### src/rtl/mc_arb_pkg.sv
// Shared types and field layout for the memory-controller port arbiter.
package mc_arb_pkg;

  typedef enum logic [1:0] {StArb, StDrain, StFlush, StWaitCmplt} arb_state_e;

  typedef enum logic [1:0] {Size1B, Size2B, Size4B, Size8B} size_e;

  localparam int unsigned VadrW      = 48;
  localparam int unsigned DataW      = 64;
  localparam int unsigned RdctlW     = 32;
  localparam int unsigned RdctlIdLsb = 0;

endpackage

### src/rtl/rr_arbiter.sv
// Round-robin picker: first eligible requester at or after the rr pointer.
module rr_arbiter #(
  parameter int unsigned N    = 4,
  parameter int unsigned IdxW = $clog2(N)
) (
  input  logic [N-1:0]    eligible,
  input  logic [IdxW-1:0] rr,
  output logic [N-1:0]    grant,
  output logic [IdxW-1:0] grant_idx,
  output logic            grant_any
);

  function automatic logic [IdxW-1:0] wrap_add(input logic [IdxW-1:0] base,
                                               input int unsigned off);
    int unsigned sum;
    sum = 32'(base) + off;
    if (sum >= N) sum = sum - N;
    return IdxW'(sum);
  endfunction

  always_comb begin
    grant     = '0;
    grant_idx = '0;
    grant_any = 1'b0;
    for (int unsigned k = 0; k < N; k++) begin
      if (!grant_any && eligible[wrap_add(rr, k)]) begin
        grant_any = 1'b1;
        grant_idx = wrap_add(rr, k);
        grant[wrap_add(rr, k)] = 1'b1;
      end
    end
  end

endmodule

### src/rtl/mc_port_arbiter.sv
// Shares one MC request/response port among NUM_REQ requesters: round-robin request
// stage, rdctl-tagged response routing, and serialised write flushes.
module mc_port_arbiter
  import mc_arb_pkg::*;
#(
  parameter int unsigned NUM_REQ   = 4,
  parameter int unsigned ID_W      = 3,
  parameter int unsigned MAX_OUTST = 32
) (
  input  logic                  clock,
  input  logic                  reset,
  input  logic [NUM_REQ-1:0]    req_valid,
  input  logic [NUM_REQ-1:0]    req_ld,
  input  logic [2*NUM_REQ-1:0]  req_size,
  input  logic [48*NUM_REQ-1:0] req_vadr,
  input  logic [64*NUM_REQ-1:0] req_wdata,
  output logic [NUM_REQ-1:0]    req_grant,
  output logic [NUM_REQ-1:0]    rsp_valid,
  output logic [63:0]           rsp_data,
  input  logic [NUM_REQ-1:0]    rsp_stall,
  input  logic [NUM_REQ-1:0]    flush_req,
  output logic [NUM_REQ-1:0]    flush_done,
  output logic                  mc_req_ld,
  output logic                  mc_req_st,
  output logic [1:0]            mc_req_size,
  output logic [47:0]           mc_req_vadr,
  output logic [63:0]           mc_req_wrd_rdctl,
  input  logic                  mc_rd_rq_stall,
  input  logic                  mc_wr_rq_stall,
  input  logic                  mc_rsp_push,
  input  logic [63:0]           mc_rsp_data,
  input  logic [31:0]           mc_rsp_rdctl,
  output logic                  mc_rsp_stall,
  output logic                  mc_req_flush,
  input  logic                  mc_rsp_flush_cmplt
);

  localparam int unsigned IdxW = $clog2(NUM_REQ);
  localparam int unsigned CntW = $clog2(MAX_OUTST) + 1;

  arb_state_e       state_q;
  logic             pend_valid_q, pend_ld_q;
  size_e            pend_size_q;
  logic [VadrW-1:0] pend_vadr_q;
  logic [DataW-1:0] pend_data_q;
  logic [IdxW-1:0]  pend_id_q, rr_q, fid_q;
  logic [CntW-1:0]  outst_q [NUM_REQ];
  logic             mc_rsp_stall_q, mc_req_flush_q, err_bad_id_q, err_underflow_q;

  logic               retire, can_grant, gnt_any, flush_any, rsp_bad, sel_ld;
  logic [NUM_REQ-1:0] eligible, gnt, pend_own, cnt_inc;
  logic [IdxW-1:0]    gnt_idx, flush_idx;
  logic [ID_W-1:0]    rsp_id;
  logic [1:0]         sel_size;
  logic [VadrW-1:0]   sel_vadr;
  logic [DataW-1:0]   sel_wdata;
  // Error flags are observed hierarchically only; upper rdctl bits carry no meaning here.
  logic               unused_sinks;

  assign mc_req_ld        = pend_valid_q & pend_ld_q & ~mc_rd_rq_stall;
  assign mc_req_st        = pend_valid_q & ~pend_ld_q & ~mc_wr_rq_stall;
  assign retire           = mc_req_ld | mc_req_st;
  assign mc_req_size      = pend_valid_q ? pend_size_q : Size1B;
  assign mc_req_vadr      = pend_valid_q ? pend_vadr_q : '0;
  assign mc_req_wrd_rdctl = pend_valid_q ? pend_data_q : '0;
  assign mc_rsp_stall     = mc_rsp_stall_q;
  assign mc_req_flush     = mc_req_flush_q;
  assign req_grant        = gnt;

  assign flush_any = |flush_req;
  assign can_grant = (state_q == StArb) & ~flush_any & (~pend_valid_q | retire);
  assign rsp_id    = mc_rsp_rdctl[RdctlIdLsb +: ID_W];
  assign rsp_bad   = 32'(rsp_id) >= NUM_REQ;
  assign rsp_data  = mc_rsp_push ? mc_rsp_data : '0;
  assign unused_sinks = err_bad_id_q ^ err_underflow_q ^ (^mc_rsp_rdctl);

  always_comb begin
    eligible   = '0;
    pend_own   = '0;
    cnt_inc    = '0;
    rsp_valid  = '0;
    flush_done = '0;
    flush_idx  = '0;
    sel_ld     = 1'b0;
    sel_size   = '0;
    sel_vadr   = '0;
    sel_wdata  = '0;
    for (int i = 0; i < NUM_REQ; i++) begin
      // A load already in the pending stage counts against its requester's budget.
      pend_own[i]   = pend_valid_q & pend_ld_q & (pend_id_q == IdxW'(i));
      cnt_inc[i]    = mc_req_ld & (pend_id_q == IdxW'(i));
      eligible[i]   = can_grant & req_valid[i] &
                      (~req_ld[i] | ((outst_q[i] + CntW'(pend_own[i])) < CntW'(MAX_OUTST)));
      rsp_valid[i]  = mc_rsp_push & (rsp_id == ID_W'(i));
      flush_done[i] = (state_q == StWaitCmplt) & mc_rsp_flush_cmplt & (fid_q == IdxW'(i));
      if (gnt[i]) begin
        sel_ld    = req_ld[i];
        sel_size  = req_size[2*i +: 2];
        sel_vadr  = req_vadr[48*i +: 48];
        sel_wdata = req_wdata[64*i +: 64];
      end
    end
    for (int i = int'(NUM_REQ) - 1; i >= 0; i--) begin
      if (flush_req[i]) flush_idx = IdxW'(i);
    end
  end

  rr_arbiter #(
    .N(NUM_REQ)
  ) u_rr_arbiter (
    .eligible (eligible),
    .rr       (rr_q),
    .grant    (gnt),
    .grant_idx(gnt_idx),
    .grant_any(gnt_any)
  );

  always_ff @(posedge clock) begin
    if (reset) begin
      state_q        <= StArb;
      fid_q          <= '0;
      mc_req_flush_q <= 1'b0;
    end else begin
      case (state_q)
        StArb: begin
          if (flush_any) begin
            state_q <= StDrain;
            fid_q   <= flush_idx;
          end
        end
        StDrain: begin
          if (!pend_valid_q) begin
            state_q        <= StFlush;
            mc_req_flush_q <= 1'b1;
          end
        end
        StFlush: begin
          state_q        <= StWaitCmplt;
          mc_req_flush_q <= 1'b0;
        end
        StWaitCmplt: begin
          if (mc_rsp_flush_cmplt) state_q <= StArb;
        end
        default: state_q <= StArb;
      endcase
    end
  end

  always_ff @(posedge clock) begin
    if (reset) begin
      pend_valid_q    <= 1'b0;
      pend_ld_q       <= 1'b0;
      pend_size_q     <= Size1B;
      pend_vadr_q     <= '0;
      pend_data_q     <= '0;
      pend_id_q       <= '0;
      rr_q            <= '0;
      mc_rsp_stall_q  <= 1'b0;
      err_bad_id_q    <= 1'b0;
      err_underflow_q <= 1'b0;
      for (int i = 0; i < NUM_REQ; i++) outst_q[i] <= '0;
    end else begin
      if (gnt_any) begin
        pend_valid_q <= 1'b1;
        pend_ld_q    <= sel_ld;
        pend_size_q  <= size_e'(sel_size);
        pend_vadr_q  <= sel_vadr;
        pend_data_q  <= sel_ld ? (DataW'(gnt_idx) << RdctlIdLsb) : sel_wdata;
        pend_id_q    <= gnt_idx;
        rr_q         <= (gnt_idx == IdxW'(NUM_REQ - 1)) ? '0 : gnt_idx + 1'b1;
      end else if (retire) begin
        pend_valid_q <= 1'b0;
      end
      mc_rsp_stall_q <= |rsp_stall;
      if (mc_rsp_push && rsp_bad) err_bad_id_q <= 1'b1;
      for (int i = 0; i < NUM_REQ; i++) begin
        if (cnt_inc[i] && !rsp_valid[i]) begin
          if (outst_q[i] != '1) outst_q[i] <= outst_q[i] + 1'b1;
        end else if (rsp_valid[i] && !cnt_inc[i]) begin
          if (outst_q[i] == '0) err_underflow_q <= 1'b1;
          else outst_q[i] <= outst_q[i] - 1'b1;
        end
      end
    end
  end

endmodule

### config.mk
export PLATFORM = sky130hd
export DESIGN_NAME = mc_port_arbiter
export DESIGN_NICKNAME = d
export VERILOG_FILES = /design/src/rtl/mc_arb_pkg.sv /design/src/rtl/rr_arbiter.sv /design/src/rtl/mc_port_arbiter.sv
export SDC_FILE = /design/constraint.sdc
export NUM_CORES = 1
export LEC_CHECK = 0
export CAP_MARGIN = 15
export CORE_AREA = 2 2 296 298
export DETAILED_ROUTE_END_ITERATION = 10
export DIE_AREA = 0 0 298 300
export GPL_ROUTABILITY_DRIVEN = 0
export GPL_TIMING_DRIVEN = 0
export PLACE_DENSITY = 0.47
export RECOVER_POWER = 100
export SLEW_MARGIN = 20
export SYNTH_ARGS = -nofsm -noshare
export SYNTH_HDL_FRONTEND = slang
export SYNTH_SLANG_ARGS = --single-unit
export TNS_END_PERCENT = 10
### constraint.sdc
create_clock -name clock -period 4.7 [get_ports clock]
set_input_delay 1.175 -clock clock [delete_from_list [all_inputs] [get_ports clock]]
set_output_delay 1.175 -clock clock [all_outputs]
set_load 0.005 [all_outputs]
---- After elaboration in Yosys (flattened, before gate mapping) ----
Memories as Yosys holds them, arrays and structs flattened.
Index checks and enable logic that the tools add are counted.
operators by class
  multiply operators ...................... 0
  add/sub/neg operators ................... 20
  equality and inequality tests ........... 20
  bitwise gates (word level) .............. 57
  shift-type cells ........................ 0
  multiplexer cells ....................... 116
  reductions and logical operators ........ 41
  div/mod/pow operators ................... 0
  $lt $le $gt $ge ......................... 20
operators with widths
  kind                                                                                 count
  64-bit 2-to-1 mux                                                                    7
  48-bit 2-to-1 mux                                                                    5
  1-bit 2-to-1 mux                                                                     57
  2-bit 2-to-1 mux                                                                     25
  6-bit 2-to-1 mux                                                                     8
  1-bit AND                                                                            31
  6-bit by 1-bit adder with 6-bit output                                               4
  6-bit by 1-bit adder with 6-bit output, second input constant                        4
  6-bit zero test                                                                      4
  2-bit by 3-bit < comparator with 1-bit output, second input constant                 8
  6-bit < comparator, second input constant                                            4
  6-bit inequality test, second input constant                                         4
  6-bit by 1-bit subtractor with 6-bit output, second input constant                   4
  4-bit 2-to-1 mux                                                                     4
  1-bit logical AND                                                                    15
  2-bit equality test, second input constant                                           7
  1-bit OR                                                                             14
  4-bit OR                                                                             3
  1-bit zero test                                                                      11
  3-bit greater-or-equal comparator, second input constant                             3
  1-bit NOT                                                                            9
  1-bit binary-select mux with 2-bit select                                            4
  1-bit demux with 2-bit select                                                        4
  2-bit by 1-bit greater-or-equal comparator with 1-bit output, second input constant  4
  17 further kinds                                                                     31
storage, ports and cells
  flip-flop bits (word level) ............. 126
  memory bits (read-only) ................. 0
  word-level logic and storage cells ...... 286
  bits in latches ......................... 0
  memories ................................ 1
  bits in writable memories ............... 24
  output and inout bits ................... 194
  bits of input ports ..................... 574
memories
  memory   words  width  rd ports  clocked after Yosys merged registers in  write ports  line                   RTL
  outst_q  4      6      4         0                                        4            mc_port_arbiter.sv:47  logic [CntW-1:0] outst_q [NUM_REQ];

---- Depth between registers and ports, before layout ----
  word-level depth ........................ 31
  mapped depth ............................ 16
  depth with buffers taken out ............ 12

---- Cells and area by module ----
From an unflattened synthesis, not the netlist that was laid out.
unflattened totals
  cells, all modules ...................... 1474
  area, all modules ....................... 11050.6 sq um
modules (own cells, without submodules)
  module           area each (sq um)  sequential area each (sq um)  instances  cells an instance
  mc_port_arbiter  10631.4            3243.1                        1          1429
  rr_arbiter       419.2              0.0                           1          45

---- Least setup slack after synthesis ----
Ideal clock, no wire load.
  kind .................................... input -> output
  start ................................... in flush_req[1]
  end ..................................... out req_grant[2]
  slack ................................... 16 ps
  path buffers ............................ 4
  stages .................................. 11
  arrival time ............................ 3509 ps
  required time ........................... 3525 ps
  cell sequence ........................... nor4_1 -> and3_1 -> buf_2 -> nand2_1 -> o2bb2ai_1 -> nor3_1 -> a221oi_1 -> buf_2 -> clkinv_1 -> buf_2 -> buf_1
on the way
  cells in the longest elaborated chain, start to end .. 18
  elaborated cells on any way between the ends .. 36
  classes of those cells .................. mux: 15; bitwise: 14; reduce/logical: 7
ends and longest elaborated chain
  item                                       line                   RTL
  start, declared                            mc_port_arbiter.sv:21  input logic [NUM_REQ-1:0] flush_req,
  4-bit OR reduction (*)                     mc_port_arbiter.sv:70  assign flush_any = |flush_req;
  1-bit NOT (*)                              mc_port_arbiter.sv:71  assign can_grant = (state_q == StArb) & ~flush_any & (~pend_valid_q | retire);
  1-bit AND (*) (2 in a row)                 mc_port_arbiter.sv:71
  1-bit AND (2 in a row)                     mc_port_arbiter.sv:92  eligible[i] = can_grant & req_valid[i] &
  1-bit binary-select mux with 2-bit select  rr_arbiter.sv:26       if (!grant_any && eligible[wrap_add(rr, k)]) begin
  1-bit 2-to-1 mux (not written as such)     rr_arbiter.sv:26
  1-bit 2-to-1 mux                           rr_arbiter.sv:26
  1-bit zero test                            rr_arbiter.sv:26
  1-bit logical AND                          rr_arbiter.sv:26
  1-bit 2-to-1 mux                           rr_arbiter.sv:26
  1-bit zero test                            rr_arbiter.sv:26
  1-bit logical AND                          rr_arbiter.sv:26
  1-bit 2-to-1 mux                           rr_arbiter.sv:26
  1-bit zero test                            rr_arbiter.sv:26
  1-bit logical AND                          rr_arbiter.sv:26
  4-bit 2-to-1 mux (*)                       rr_arbiter.sv:26
  end, declared                              mc_port_arbiter.sv:17  output logic [NUM_REQ-1:0] req_grant,
Every way passes the cells marked *; elsewhere a longest branch is shown, timed or not. The select of a mux whose other input is x is not followed.

---- Worst setup path after layout ----
  start ................................... in req_valid[2]
  end ..................................... out req_grant[3]
on the way
  cells in the longest elaborated chain, start to end .. 14
  elaborated cells on any way between the ends .. 26
  classes of those cells .................. mux: 15; bitwise: 5; reduce/logical: 6
ends and longest elaborated chain
  item                                       line                   RTL
  start, declared                            mc_port_arbiter.sv:12  input logic [NUM_REQ-1:0] req_valid,
  1-bit AND (*) (2 in a row)                 mc_port_arbiter.sv:92
  1-bit binary-select mux with 2-bit select  rr_arbiter.sv:26
  1-bit 2-to-1 mux (not written as such)     rr_arbiter.sv:26
  1-bit 2-to-1 mux                           rr_arbiter.sv:26
  1-bit zero test                            rr_arbiter.sv:26
  1-bit logical AND                          rr_arbiter.sv:26
  1-bit 2-to-1 mux                           rr_arbiter.sv:26
  1-bit zero test                            rr_arbiter.sv:26
  1-bit logical AND                          rr_arbiter.sv:26
  1-bit 2-to-1 mux                           rr_arbiter.sv:26
  1-bit zero test                            rr_arbiter.sv:26
  1-bit logical AND                          rr_arbiter.sv:26
  4-bit 2-to-1 mux (*)                       rr_arbiter.sv:26
Marked as above.

==> impl_metrics.toml <==
[layout]
mostFrequentLayoutCell = "clkdlybuf4s50_1"
multiInputGateArea_um2 = 7337
final_cell_mix = "clkdlybuf4s50_1, nor2_1, and2_1, dfxtp_1, a221oi_1"
drive_gt1_share_pct = 7.411
fillers = 9589
final_nets = 2803
areaGrowthSynthToFinish_pct = 91.95
seqCellArea_um2 = 3246

[floorplan]
initial_utilization_pct = 12.75
dieArea_um2 = 89400
coreArea_um2 = 86210
die_w_um = 298
rows = 108
ios = 768
die_h_um = 300

[worst_setup_path]
r2r_end = "pend_data_q[12]"
r2r-start = "pend_ld_q"
cp-start-kind = "input port"
rr_worst_depth = 16
endpoint_kind = "primary output"
crit_required_ns = 3.52
worst-path-max-fanout = 4
arrival_ns = 3.56
r2r_slack_ns = 0.16
worstSetupPathType = "input port to primary output"

[clock_network]
h-tree-depth = 4
cts_max_path_buffers = 2
cts_root_buf = "clkbuf_16"
clk_latency_ns = 0.49
cts_sinks = 150
holdBufCountCts = 0
clk_pin_slew_ns = 0.06
cts_tree = "yes"
cts_inserted_buffers = 17

[global_routing]
grt_overflow = 0
grt_pass1_wl_um = 106000
grt_max_degree = 17
grt_usage_pct = 16.49
antenna_found_initial = 19
grt_pass1_vias = 14472

[sta]
final_hold_viol_count = 0
setup_ws_ns = -0.03515
finalCritPeriodShare_pct = 100.7
slew_violations = 0
setup_viol = 1
whs_ns = 0.4695
slew_headroom_pct = 31.10
post-route-min-period_ns = 4.735
rsz0062_at_grt = "true"
worstMarginPinSlew_ns = 1.034
finClkSkew_ns = 0.01952
max_freq_mhz = 211.2

[drt]
drt-total-wl_um = 76640
dr_total_vias = 14295
wire_per_inst_um = 22.73
ant_nets = 0
drt-initial-drc-count = 1085
first_pass_iters = 5
drc = 0
viasPerCell = 4.239

[synthesis]
synth-compound-area-share_pct = 31.24
ys_types = 74
yosys_warnings = 0
yosys.area_share.simple_pct = 27.85
avgSynthCellArea_um2 = 7.778
ys_async_sr_fraction_pct = 0
synth-seq-cells = 150
synth_xor_area_share_pct = 1.514
synth_edf_count = 24
netlist_instances = 1413
synth_fa_ha_area_share_pct = 3.506
synth_fp_nets = 2016
synthFlopType = "dfxtp_1"
synth_top_family_by_area = "compound AO/OA/AOI/OAI gates"
netlist_area_um2 = 10990
yosysSeqAreaShare_pct = 29.51
synthMuxAreaShare_pct = 0.1935

[placed_design]
port_buffers = 737
place_ws_ns = -2.372
dp_hpwl_um = 61010

[status]
status = "complete, but fails checks"
violations = "negative setup slack"

[power_and_ir_drop]
p_per_area_nw_per_um2 = 193.9
p_leak_nw = 7.472
ir_drop_mv = 0.2658

[worst_hold_path]
hold_depth = 1
min_from = "pend_data_q[6]"
min_to = "pend_data_q[6]"
min_path_type = "register to register"

[job]
drv_cap = 0
## critical path, stage by stage
cell and delay [ns]:
buf_4 0.14, nor2b_4 0.13, a311oi_4 0.34, o221ai_4 0.16
or2_4 0.27, or2_4 0.27, a211oi_4 0.22, buf_4 0.17
a22oi_2 0.06, nand3_2 0.11, clkbuf_16 0.17, clkbuf_16 0.13
dlygate4sd2_1 0.22
## sequential cells by signal, summed over array words and instances, names as in the netlist, named ones only
name,count
pend_data_q,64
pend_ld_q,1
rr_q,1
pend_size_q,2
pend_valid_q,1
pend_id_q,2
fid_q,2
mc_rsp_stall,1
state_q,2
pend_vadr_q,48
outst_q,24
mc_req_flush,1
## metrics by stage
stage	area (um2)	utilization (%)	std cells	setup TNS, ns	power (mW)
final	21100	24.47	3372	-0.03515	4.090
after global routing	21090	24.46	3368	-0.2902	4.306
after CTS	20980	24.34	3365	-0.1293	4.169
after detailed placement	19890	23.07	3309	-182.57	2.615
after global placement	19810	22.98	3305	-322.87	2.610
after floorplan	10990	-	1413	0	1.838
## synthesized netlist by cell type (24+ instances only)
cell	instances	area [um2]
clkbuf_1	108	405.4
o31ai_1	64	480.5
a21oi_1	74	370.4
a221oi_1	115	1007
a22o_1	63	551.8
ha_1	26	325.3
nor3_1	63	315.3
dfxtp_1	126	2522
edfxtp_1	24	720.7
inv_1	28	105.1
nor2_1	206	773.2
o31a_1	50	437.9
nand2_1	86	322.8
and2_1	180	1126
## layout make-up
type                       instances  share of cell area, %
antenna                            4                0.04745
buffer                           133                  3.410
clock buffer                      20                  2.177
clock inverter                    12                 0.5634
inverter                          30                 0.5694
multi-input combinational       1098                  34.78
sequential                       150                  15.38
tap                             1155                  6.850
timing repair buffer             770                  36.22
## routing by layer
metal	wire length, um	track usage [%]	share of wire, %
met4	1974	4.798	2.6
met3	5914	5.065	7.7
met2	36090	27.34	47
met1	32370	20.40	42
met5	284	1.429	0.37
## power breakdown
part / internal, mW / total, mW / switching, mW / leakage (nW)
combinational: 0.690 / 1.22 / 0.532 / 5.93
sequential: 1.36 / 1.41 / 0.0446 / 1.27
clock: 0.769 / 1.46 / 0.690 / 0.276
total: 2.82 / 4.09 / 1.27 / 7.47
## logic make-up (layout without fill, tap and decap cells)
group / count (synthesis) / after routing
compound gates: 440 / 440
xor+xnor: 19 / 19
fa+ha+maj: 29 / 29
simple gates: 608 / 608
buf+inv: 165 / 965
mux: 2 / 2
flops: 150 / 150
other cells: 0 / 4
## what timing repair did
action	in CTS	in global routing
pin swaps	21	14
gates cloned	0	0
setup buffers	25	4
setup endpoints to repair	154	71
resized for setup	151	40
## worst max-delay path by stage
| stage | depth (start not counted) | from | endpoint |
|---|---|---|---|
| final | 13 | req_valid[2] | req_grant[3] |
| after global routing | 13 | req_valid[2] | req_grant[3] |
| after CTS | 13 | req_valid[2] | req_grant[1] |
| after detailed placement | 12 | req_ld[2] | req_grant[1] |
| after global placement | 10 | flush_req[0] | req_grant[3] |
| after floorplan | 11 | flush_req[1] | req_grant[2] |
Power figures use the tool's default switching activity.
